<file path="src/rtl/risc_sequencer.sv">
// -----------------------------------------------------------------------------
// risc_sequencer
//
// Phase sequencer for the basic RISC core. A registered state machine walks
// FETCH -> DECODE -> EXECUTE (-> MWAIT ...) -> UPDATE and decodes the datapath
// strobes combinationally from the current state, the IR fields, the flags
// latched at the end of DECODE and the RAM ready handshake. A HALT opcode or a
// RAM access that never completes parks the machine in HALT until reset.
//
// Parameters
//   AW        address field width
//   REG_BASE  address of the first memory-mapped register target
//   NREG      number of register targets; the last one is the I/O port
//   MAX_WAIT  MWAIT cycles tolerated before the timeout halt (1..255)
//
// Ports
//   CLK, RST          clock (rising edge), synchronous active-high reset
//   OPCODE, ADDR, IF  instruction register fields
//   ZF, OF, SF, CF    ALU flags, sampled when DECODE is left
//   MEM_RDY           RAM access completes this cycle
//   PH                phase code (0 FETCH, 1 DECODE/HALT, 2 EXECUTE/MWAIT, 3 UPDATE)
//   HALTED, ERR       in HALT / halted by access timeout
//   IR_EN, PC_EN, PC_LOAD, REG_EN, RDR_EN, ALU_EN, ALU_OE,
//   RAM_OE, RAM_WE, PORT_RD, RAM_CS (active-low)   datapath strobes
// -----------------------------------------------------------------------------
module risc_sequencer #(
  parameter int AW       = 7,
  parameter int REG_BASE = 64,
  parameter int NREG     = 4,
  parameter int MAX_WAIT = 15
) (
  input  logic            CLK,
  input  logic            RST,
  input  logic [3:0]      OPCODE,
  input  logic [AW-1:0]   ADDR,
  input  logic            IF,
  input  logic            ZF,
  input  logic            OF,
  input  logic            SF,
  input  logic            CF,
  input  logic            MEM_RDY,
  output logic [1:0]      PH,
  output logic            HALTED,
  output logic            ERR,
  output logic            IR_EN,
  output logic            PC_EN,
  output logic            PC_LOAD,
  output logic [NREG-1:0] REG_EN,
  output logic            RDR_EN,
  output logic            ALU_EN,
  output logic            ALU_OE,
  output logic            RAM_OE,
  output logic            RAM_WE,
  output logic            PORT_RD,
  output logic            RAM_CS
);

  typedef enum logic [2:0] {
    S_FETCH   = 3'd0,
    S_DECODE  = 3'd1,
    S_EXECUTE = 3'd2,
    S_MWAIT   = 3'd3,
    S_UPDATE  = 3'd4,
    S_HALT    = 3'd5
  } state_t;

  localparam logic [3:0] OP_LOAD  = 4'd0;
  localparam logic [3:0] OP_STORE = 4'd1;
  localparam logic [3:0] OP_HALT  = 4'd15;

  state_t          r_state;
  state_t          w_state_nxt;
  logic [7:0]      r_wait_cnt;
  logic [7:0]      w_wait_cnt_nxt;
  logic            r_err;
  logic            w_err_nxt;
  logic            r_zf;
  logic            r_of;
  logic            r_sf;
  logic            r_cf;

  logic [31:0]     w_addr_ext;
  logic [NREG-1:0] w_reg_sel;
  logic            w_is_port;
  logic            w_is_mem;
  logic [8:0]      w_wait_inc;
  logic            w_timeout;
  logic            w_taken;

  assign w_addr_ext = 32'(ADDR);

  // LOAD IF=0 and every STORE go through the RAM handshake.
  assign w_is_mem = ((OPCODE == OP_LOAD) && !IF) || (OPCODE == OP_STORE);

  // The last register target is the I/O port.
  assign w_is_port = (w_addr_ext == 32'(REG_BASE + NREG - 1));

  // Widened so the compare cannot wrap at MAX_WAIT = 255. The check uses the
  // post-increment value so that exactly MAX_WAIT stalled MWAIT cycles are
  // tolerated after the stalled EXECUTE cycle.
  assign w_wait_inc = {1'b0, r_wait_cnt} + 9'd1;
  assign w_timeout  = !MEM_RDY && (w_wait_inc == 9'(MAX_WAIT));

  // One-hot register target decode; out-of-range addresses select nothing.
  always_comb begin
    w_reg_sel = {NREG{1'b0}};
    for (int i = 0; i < NREG; i++) begin
      w_reg_sel[i] = (w_addr_ext == 32'(REG_BASE + i));
    end
  end

  // Branch decision from the flags captured at the end of DECODE.
  always_comb begin
    w_taken = 1'b0;
    case (OPCODE)
      4'd8:    w_taken = 1'b1;
      4'd9:    w_taken = r_zf;
      4'd10:   w_taken = r_sf;
      4'd11:   w_taken = r_of;
      4'd12:   w_taken = r_cf;
      default: w_taken = 1'b0;
    endcase
  end

  // Next-state, wait counter and error flag.
  always_comb begin
    w_state_nxt    = r_state;
    w_wait_cnt_nxt = r_wait_cnt;
    w_err_nxt      = r_err;
    case (r_state)
      S_FETCH: begin
        w_state_nxt = S_DECODE;
      end
      S_DECODE: begin
        if (OPCODE == OP_HALT) begin
          w_state_nxt = S_HALT;
        end else begin
          w_state_nxt = S_EXECUTE;
        end
      end
      S_EXECUTE: begin
        if (w_is_mem && !MEM_RDY) begin
          w_state_nxt = S_MWAIT;
        end else begin
          w_state_nxt = S_UPDATE;
        end
      end
      S_MWAIT: begin
        if (MEM_RDY || !w_is_mem) begin
          w_state_nxt = S_UPDATE;
        end else if (w_timeout) begin
          w_state_nxt = S_HALT;
          w_err_nxt   = 1'b1;
        end else begin
          w_state_nxt    = S_MWAIT;
          w_wait_cnt_nxt = w_wait_inc[7:0];
        end
      end
      S_UPDATE: begin
        w_state_nxt    = S_FETCH;
        w_wait_cnt_nxt = 8'd0;
      end
      S_HALT: begin
        w_state_nxt = S_HALT;
      end
      default: begin
        w_state_nxt    = S_FETCH;
        w_wait_cnt_nxt = 8'd0;
      end
    endcase
  end

  // State, wait counter, error and latched flags.
  always_ff @(posedge CLK) begin
    if (RST) begin
      r_state    <= S_FETCH;
      r_wait_cnt <= 8'd0;
      r_err      <= 1'b0;
      r_zf       <= 1'b0;
      r_of       <= 1'b0;
      r_sf       <= 1'b0;
      r_cf       <= 1'b0;
    end else begin
      r_state    <= w_state_nxt;
      r_wait_cnt <= w_wait_cnt_nxt;
      r_err      <= w_err_nxt;
      if (r_state == S_DECODE) begin
        r_zf <= ZF;
        r_of <= OF;
        r_sf <= SF;
        r_cf <= CF;
      end else begin
        r_zf <= r_zf;
        r_of <= r_of;
        r_sf <= r_sf;
        r_cf <= r_cf;
      end
    end
  end

  // Datapath strobes. RST forces the idle set in the same cycle so that an
  // aborted access never emits a partial REG_EN or RAM_WE pulse.
  always_comb begin
    PH      = 2'd0;
    HALTED  = 1'b0;
    ERR     = 1'b0;
    IR_EN   = 1'b0;
    PC_EN   = 1'b0;
    PC_LOAD = 1'b0;
    REG_EN  = {NREG{1'b0}};
    RDR_EN  = 1'b0;
    ALU_EN  = 1'b0;
    ALU_OE  = 1'b0;
    RAM_OE  = 1'b0;
    RAM_WE  = 1'b0;
    PORT_RD = 1'b1;
    RAM_CS  = 1'b1;
    if (RST) begin
      PH = 2'd0;
    end else begin
      ERR = r_err;
      case (r_state)
        S_FETCH: begin
          PH    = 2'd0;
          IR_EN = 1'b1;
        end
        S_DECODE: begin
          PH = 2'd1;
        end
        S_EXECUTE, S_MWAIT: begin
          PH = 2'd2;
          case (OPCODE)
            OP_LOAD: begin
              if (IF) begin
                // Immediate: value comes from the port side, completes now.
                REG_EN = w_reg_sel;
              end else begin
                RAM_CS  = 1'b0;
                RAM_OE  = 1'b1;
                RDR_EN  = 1'b1;
                PORT_RD = 1'b0;
                if (MEM_RDY) begin
                  REG_EN = w_reg_sel;
                end else begin
                  REG_EN = {NREG{1'b0}};
                end
              end
            end
            OP_STORE: begin
              RAM_CS = 1'b0;
              RAM_WE = MEM_RDY;
              if (w_is_port) begin
                PORT_RD = 1'b1;
                ALU_OE  = 1'b0;
              end else begin
                PORT_RD = 1'b0;
                ALU_OE  = 1'b1;
              end
            end
            4'd2, 4'd3, 4'd4, 4'd5, 4'd6, 4'd7: begin
              ALU_EN = 1'b1;
            end
            default: begin
              ALU_EN = 1'b0;
            end
          endcase
        end
        S_UPDATE: begin
          PH      = 2'd3;
          PC_EN   = 1'b1;
          PC_LOAD = w_taken;
        end
        S_HALT: begin
          PH     = 2'd1;
          HALTED = 1'b1;
        end
        default: begin
          PH = 2'd0;
        end
      endcase
    end
  end

endmodule

</file>
<file path="config.mk">
export PLATFORM = sky130hd
export DESIGN_NAME = risc_sequencer
export DESIGN_NICKNAME = d
export VERILOG_FILES = /design/src/rtl/risc_sequencer.sv
export SDC_FILE = /design/constraint.sdc
export NUM_CORES = 1
export LEC_CHECK = 0
export CORE_MARGIN = 1.5
export CORE_UTILIZATION = 40
export DETAILED_ROUTE_END_ITERATION = 10
export GPL_TIMING_DRIVEN = 0
export MAX_ROUTING_LAYER = met4
export PLACE_DENSITY = 0.74
export REMOVE_ABC_BUFFERS = 1
export SLEW_MARGIN = 20
export SYNTH_ARGS = -nofsm -noshare
export SYNTH_HDL_FRONTEND = slang
export SYNTH_SLANG_ARGS = --single-unit
</file>
<file path="constraint.sdc">
create_clock -name CLK -period 1.8 [get_ports CLK]
set_input_delay 0.18 -clock CLK [delete_from_list [all_inputs] [get_ports CLK]]
set_output_delay 0.18 -clock CLK [all_outputs]
set_load 0.005 [all_outputs]
</file>
-- Yosys cells after proc, flatten, opt, wreduce, memory -nomap -nowiden
Cells that the tools add are included.
- equality and inequality tests: 25
- bitwise operators: 2
- reductions and logical operators: 16
- mux-type cells: 47
- add/sub/neg operators: 1
- operator list (cell ; count):
    2-to-1 mux 1 bit ; 29
    equality test 7 bit (second input constant) ; 4
    equality test 4 bit (second input constant) ; 6
    2-to-1 mux 4 bit ; 5
    equality test 4 x 3 -> 1 bit (second input constant) ; 4
    2-to-1 mux 8 bit ; 2
    case mux 8 bit (2 select lines) ; 1
    case mux 3 bit (5 select lines) ; 1
    2-to-1 mux 3 bit ; 4
    adder 8 x 1 -> 9 bit (second input constant) ; 1
    equality test 9 x 4 -> 1 bit (second input constant) ; 1
    equality test 4 x 2 -> 1 bit (second input constant) ; 2
    equality test 3 x 2 -> 1 bit (second input constant) ; 2
    equality test 3 bit (second input constant) ; 2
    case mux 2 bit (3 select lines) ; 1
    AND reduction 3 bit ; 2
    OR reduction 6 bit ; 1
    case mux 1 bit (5 select lines) ; 1
    equality test 4 x 1 -> 1 bit (second input constant) ; 1
    logical NOT 4 bit ; 1
    inequality test 2 bit (second input constant) ; 2
    case mux 1 bit (2 select lines) ; 2
    OR reduction 2 bit ; 2
    OR reduction 4 bit ; 1
    other kinds (7) ; 13
- input port bits: 19
- output and inout bits: 18
- word-level logic and storage cells: 98
- bits in registers: 16

-- Logic depth before layout (Yosys ltp)
- word-level depth: 7
- mapped depth: 7
- gate-level depth less buffers: 7

-- Worst setup path before layout
Ideal clock, no wire load.
- path type: register -> register
- from: register r_wait_cnt[1]
- to: register r_wait_cnt[0]
- arrival: 1654 ps
- clock period less this slack: 1774 ps
- cell stages (with the launch flop): 7
- path buffers: 0
- required time: 1679 ps
- slack: 26 ps
- library setup time: 121 ps
- cell sequence: dfxtp_1 -> ha_1 -> inv_1 -> o21ai_0 -> a211oi_4 -> o31a_4 -> mux2_2
- word-level cells in the longest chain between the ends: 5
- ends and longest elaborated chain (element ; RTL line ; source):
    start: declaration ; 73 ; logic [7:0] r_wait_cnt;
    start signal: assignment ; 185 ; r_wait_cnt <= w_wait_cnt_nxt;
    adder 8 x 1 -> 9 bit ; 101 ; assign w_wait_inc = {1'b0, r_wait_cnt} + 9'd1;
    equality test 9 x 4 -> 1 bit ; 102 ; assign w_timeout = !MEM_RDY && (w_wait_inc == 9'(MAX_WAIT));
    logical AND 1 bit ; 102 ;
    inequality test 2 bit (no source line) ; - ;
    AND reduction 3 bit (no source line) ; - ;
Every way passes these cells.
A chain may end at the register's enable or synchronous reset.

-- Worst setup path in the final report
- from: register r_wait_cnt[1]
- to: register r_wait_cnt[4]
- word-level cells in the longest chain between the ends: 5
- elaborated cells between the ends (all ways): 8
- those cells by class: add/sub: 1; eq/ne: 2; mux: 3; reduce/logical: 2
- ends and longest elaborated chain (element ; RTL line):
    adder 8 x 1 -> 9 bit * ; 101
    equality test 9 x 4 -> 1 bit ; 102
    logical AND 1 bit ; 102
    inequality test 2 bit (no source line) ; -
    AND reduction 3 bit (no source line) ; -
Mark *: on every way between the ends. The rest lies on a longest branch, timed or not. The select of a mux whose other input is x is not followed.

==> impl_metrics.json <==
{
  "outcome": "finished clean",
  "ys_warn_count": 0,
  "dieHeight_um": 55.3,
  "post-route-period-util_pct": 98.9,
  "cts_tree": "done",
  "muxShareOfSynthArea_pct": 5.61,
  "slew_headroom_pct": 68.4,
  "p_per_area_nw_per_um2": 480,
  "setup_viol_count_final": 0,
  "drtIter0Drc": 30,
  "cp.required_ps": 1980,
  "ys_ff_latch": 16,
  "peakVddDrop_mv": 0.481,
  "wl_met3_um": 121,
  "final_cells": 204,
  "syn2layout_area_growth_pct": 58.2,
  "final_nets": 196,
  "worst_slew_pin_slew_ps": 472,
  "cp-end-kind": "flip-flop",
  "highest_layer": "met4",
  "power_leakage_nw": 0.742,
  "worstReg2RegStart": "r_wait_cnt[1]",
  "worst_hold_path_type": "in2reg",
  "synth_xor_area_share_pct": 1.60,
  "first_global_vias": 1105,
  "multi_input_area_um2": 862,
  "most-common-layout-cells": "13 x clkdlybuf4s50_1, 9 x nand2_1, 9 x nor2_1, 9 x dlygate4sd2_1, 9 x dfxtp_1",
  "syn_area_per_cell_um2": 8.41,
  "route.detailed.wl_per_inst_um": 14.6,
  "rsz0062_at_grt": "true",
  "htreeDepth": 1,
  "synth_cells": 130,
  "critPathLaunchType": "flip-flop",
  "n_fill_cell": 203,
  "worst-setup-path-type": "reg2reg",
  "final_layout_size_suffix_gt1_share_pct": 38.5,
  "synth-edff-count": 0,
  "gpl.final_weighted_congestion": 0.855,
  "fmax_ghz": 0.562,
  "regArea_um2": 342,
  "synth_simple_gate_area_share_pct": 30.7,
  "hold_viol": 0,
  "synth_top_family_by_area": "simple AND/OR/NAND/NOR gates",
  "cap_violations": 0,
  "drc": 0,
  "placed_area_um2": 1440,
  "dr.pass1.iters": 4,
  "drt-vias-per-instance": 5.61,
  "diodes": 0,
  "cp-startpoint": "r_wait_cnt[1]",
  "drtAntennaViolNets": 0,
  "synth-adder-area-share_pct": 2.29,
  "dr_wl_met2_mm": 1.49,
  "finalPower_w": 0.000831,
  "wl_met1_mm": 1.34,
  "grt_max_degree": 12,
  "rows": 18,
  "dp_slack_ps": -700,
  "async_reset_ff_share_pct": 0,
  "r2r_end": "r_wait_cnt[4]",
  "synth_area_leaders": "dfxtp_1 29%, mux2i_1 4.6%, nor2_1 4.5%",
  "final_area_um2": 1730,
  "vias": 1144,
  "final_util_pct": 68.6,
  "dp.final_hpwl_mm": 1.96,
  "pin_count": 37,
  "synth-compound-area-share_pct": 24.0,
  "slew_viol_final": 0,
  "setup_slack_ps": 20.5,
  "synth_area_leader_cell": "dfxtp_1",
  "grt.overflow.total": 0,
  "ctsHoldBuffers": 0,
  "clk_latency_ps": 280,
  "crit_path_max_fanout": 5,
  "cts_buffer_depth": 2,
  "fp.dieArea_um2": 3060,
  "ys_seq_area_share_pct": 29.3,
  "root_buffer": "clkbuf_4",
  "grt_antenna_before_repair": 0,
  "cts.clk_slew.worst_paths_ps": 100,
  "layout_min_cycle_time_ps": 1780,
  "final_common_cell": "clkdlybuf4s50_1",
  "cts-buffers-inserted": 3,
  "r2r_cells": 6,
  "worst_clock_skew_ps": 6.92,
  "ys.flop_type": "dfxtp_1",
  "port_buffers": 36,
  "grt_first_pass_wirelength_mm": 5.10,
  "synth_area_um2": 1090,
  "totalWireLength_mm": 2.97,
  "grtUsageTotal_pct": 20.4,
  "cts.sink_count": 16,
  "worstSetupEndpoint": "r_wait_cnt[4]",
  "synth_cell_types": 43,
  "die_w_um": 55.3,
  "coreArea_um2": 2520,
  "synthDominantCellAreaShare_pct": 29.3,
  "place_inst": 190,
  "start_util_pct": 43.4,
  "cp_data_arrival_time_ps": 1960,
  "rrSetupSlack_ps": 20
}
==> how the worst min path moves through the flow <==
stage          cells past startpoint    endpoint  slack (ps)      start
6_report                           2        r_cf         270        RST
3_5_place_dp                       2        r_zf         480       r_zf
4_1_cts                            3  r_state[1]         380  OPCODE[3]
3_3_place_gp                       2        r_zf         480       r_zf
5_1_grt                            2        r_cf         290        RST
2_1_floorplan                      1        r_cf         250        RST
==> critical path: stages, from the launching register on <==
cell and delay (ps):
dfxtp_4 380, and2_4 170, a211o_1 320, a211oi_4 290
buf_6 140, and3b_1 160, o22a_2 200
==> routing by layer <==
layer | vias up | global-route usage, %
met5 | - | -
met4 | 0 | 6.62
met3 | 4 | 4.22
met2 | 23 | 30.8
met1 | 536 | 27.4
li1 | 581 | -
==> repair_timing <==
action | in CTS | in global routing
buffers inserted | 9 | 1
resized for setup | 63 | 31
endpoints found under the setup margin | 26 | 25
pin swaps | 10 | 8
==> logic make-up after synthesis <==
kind of cell | after synthesis
adders and majority gates | 2
muxes | 6
buffers and inverters | 11
AOI/OAI and AO/OA | 32
xor gates and xnor gates | 2
DFF | 16
and+or+nand+nor | 61
==> sequential cells by signal (all words and copies together) (netlist names) <==
register,cells
r_of,1
r_cf,1
r_err,1
r_sf,1
r_wait_cnt,8
r_state,3
r_zf,1
==> synth_stat cells (2+ instances only) <==
library cell and n:
xnor2_1 2, nor3b_1 4, nand4_1 3, nand2_1 10
a21oi_1 2, o22a_2 3, a21o_2 3, nand3_1 2
ha_1 2, o22ai_1 2, o21ai_0 8, and2_1 2
a211o_1 2, a2111oi_0 2, buf_6 3, dfxtp_1 16
nor3_1 4, and3_1 5, nor2_1 13, nor4_1 7
inv_1 5, buf_4 2, mux2i_1 5, nor2b_1 4
==> final cells by class <==
class,count,share of cell area (%)
Clock buffer,4,2.10
Inverter,5,1.08
Multi-Input combinational cell,103,49.8
Sequential cell,16,19.7
Tap cell,30,2.17
Timing Repair Buffer,46,25.1
==> through the flow <==
| stage | TNS (ps) | hold slack (ps) |
|---|---|---|
| after global routing | -194 | 292 |
| after floorplan | 0 | 252 |
| after CTS | -6.99 | 379 |
| after global placement | -10670 | 479 |
| after detailed placement | -11110 | 483 |
| final | 0 | 271 |
==> power by group <==
group / switching, W / total [W] / leakage [nW] / internal [W]
registers: 0.0000275 / 0.000396 / 0.135 / 0.000369
clock network: 0.000111 / 0.000234 / 0.0210 / 0.000123
logic: 0.0000928 / 0.000201 / 0.586 / 0.000108
total: 0.000231 / 0.000831 / 0.742 / 0.000600
No activity file was read; power rests on OpenSTA's default activity.
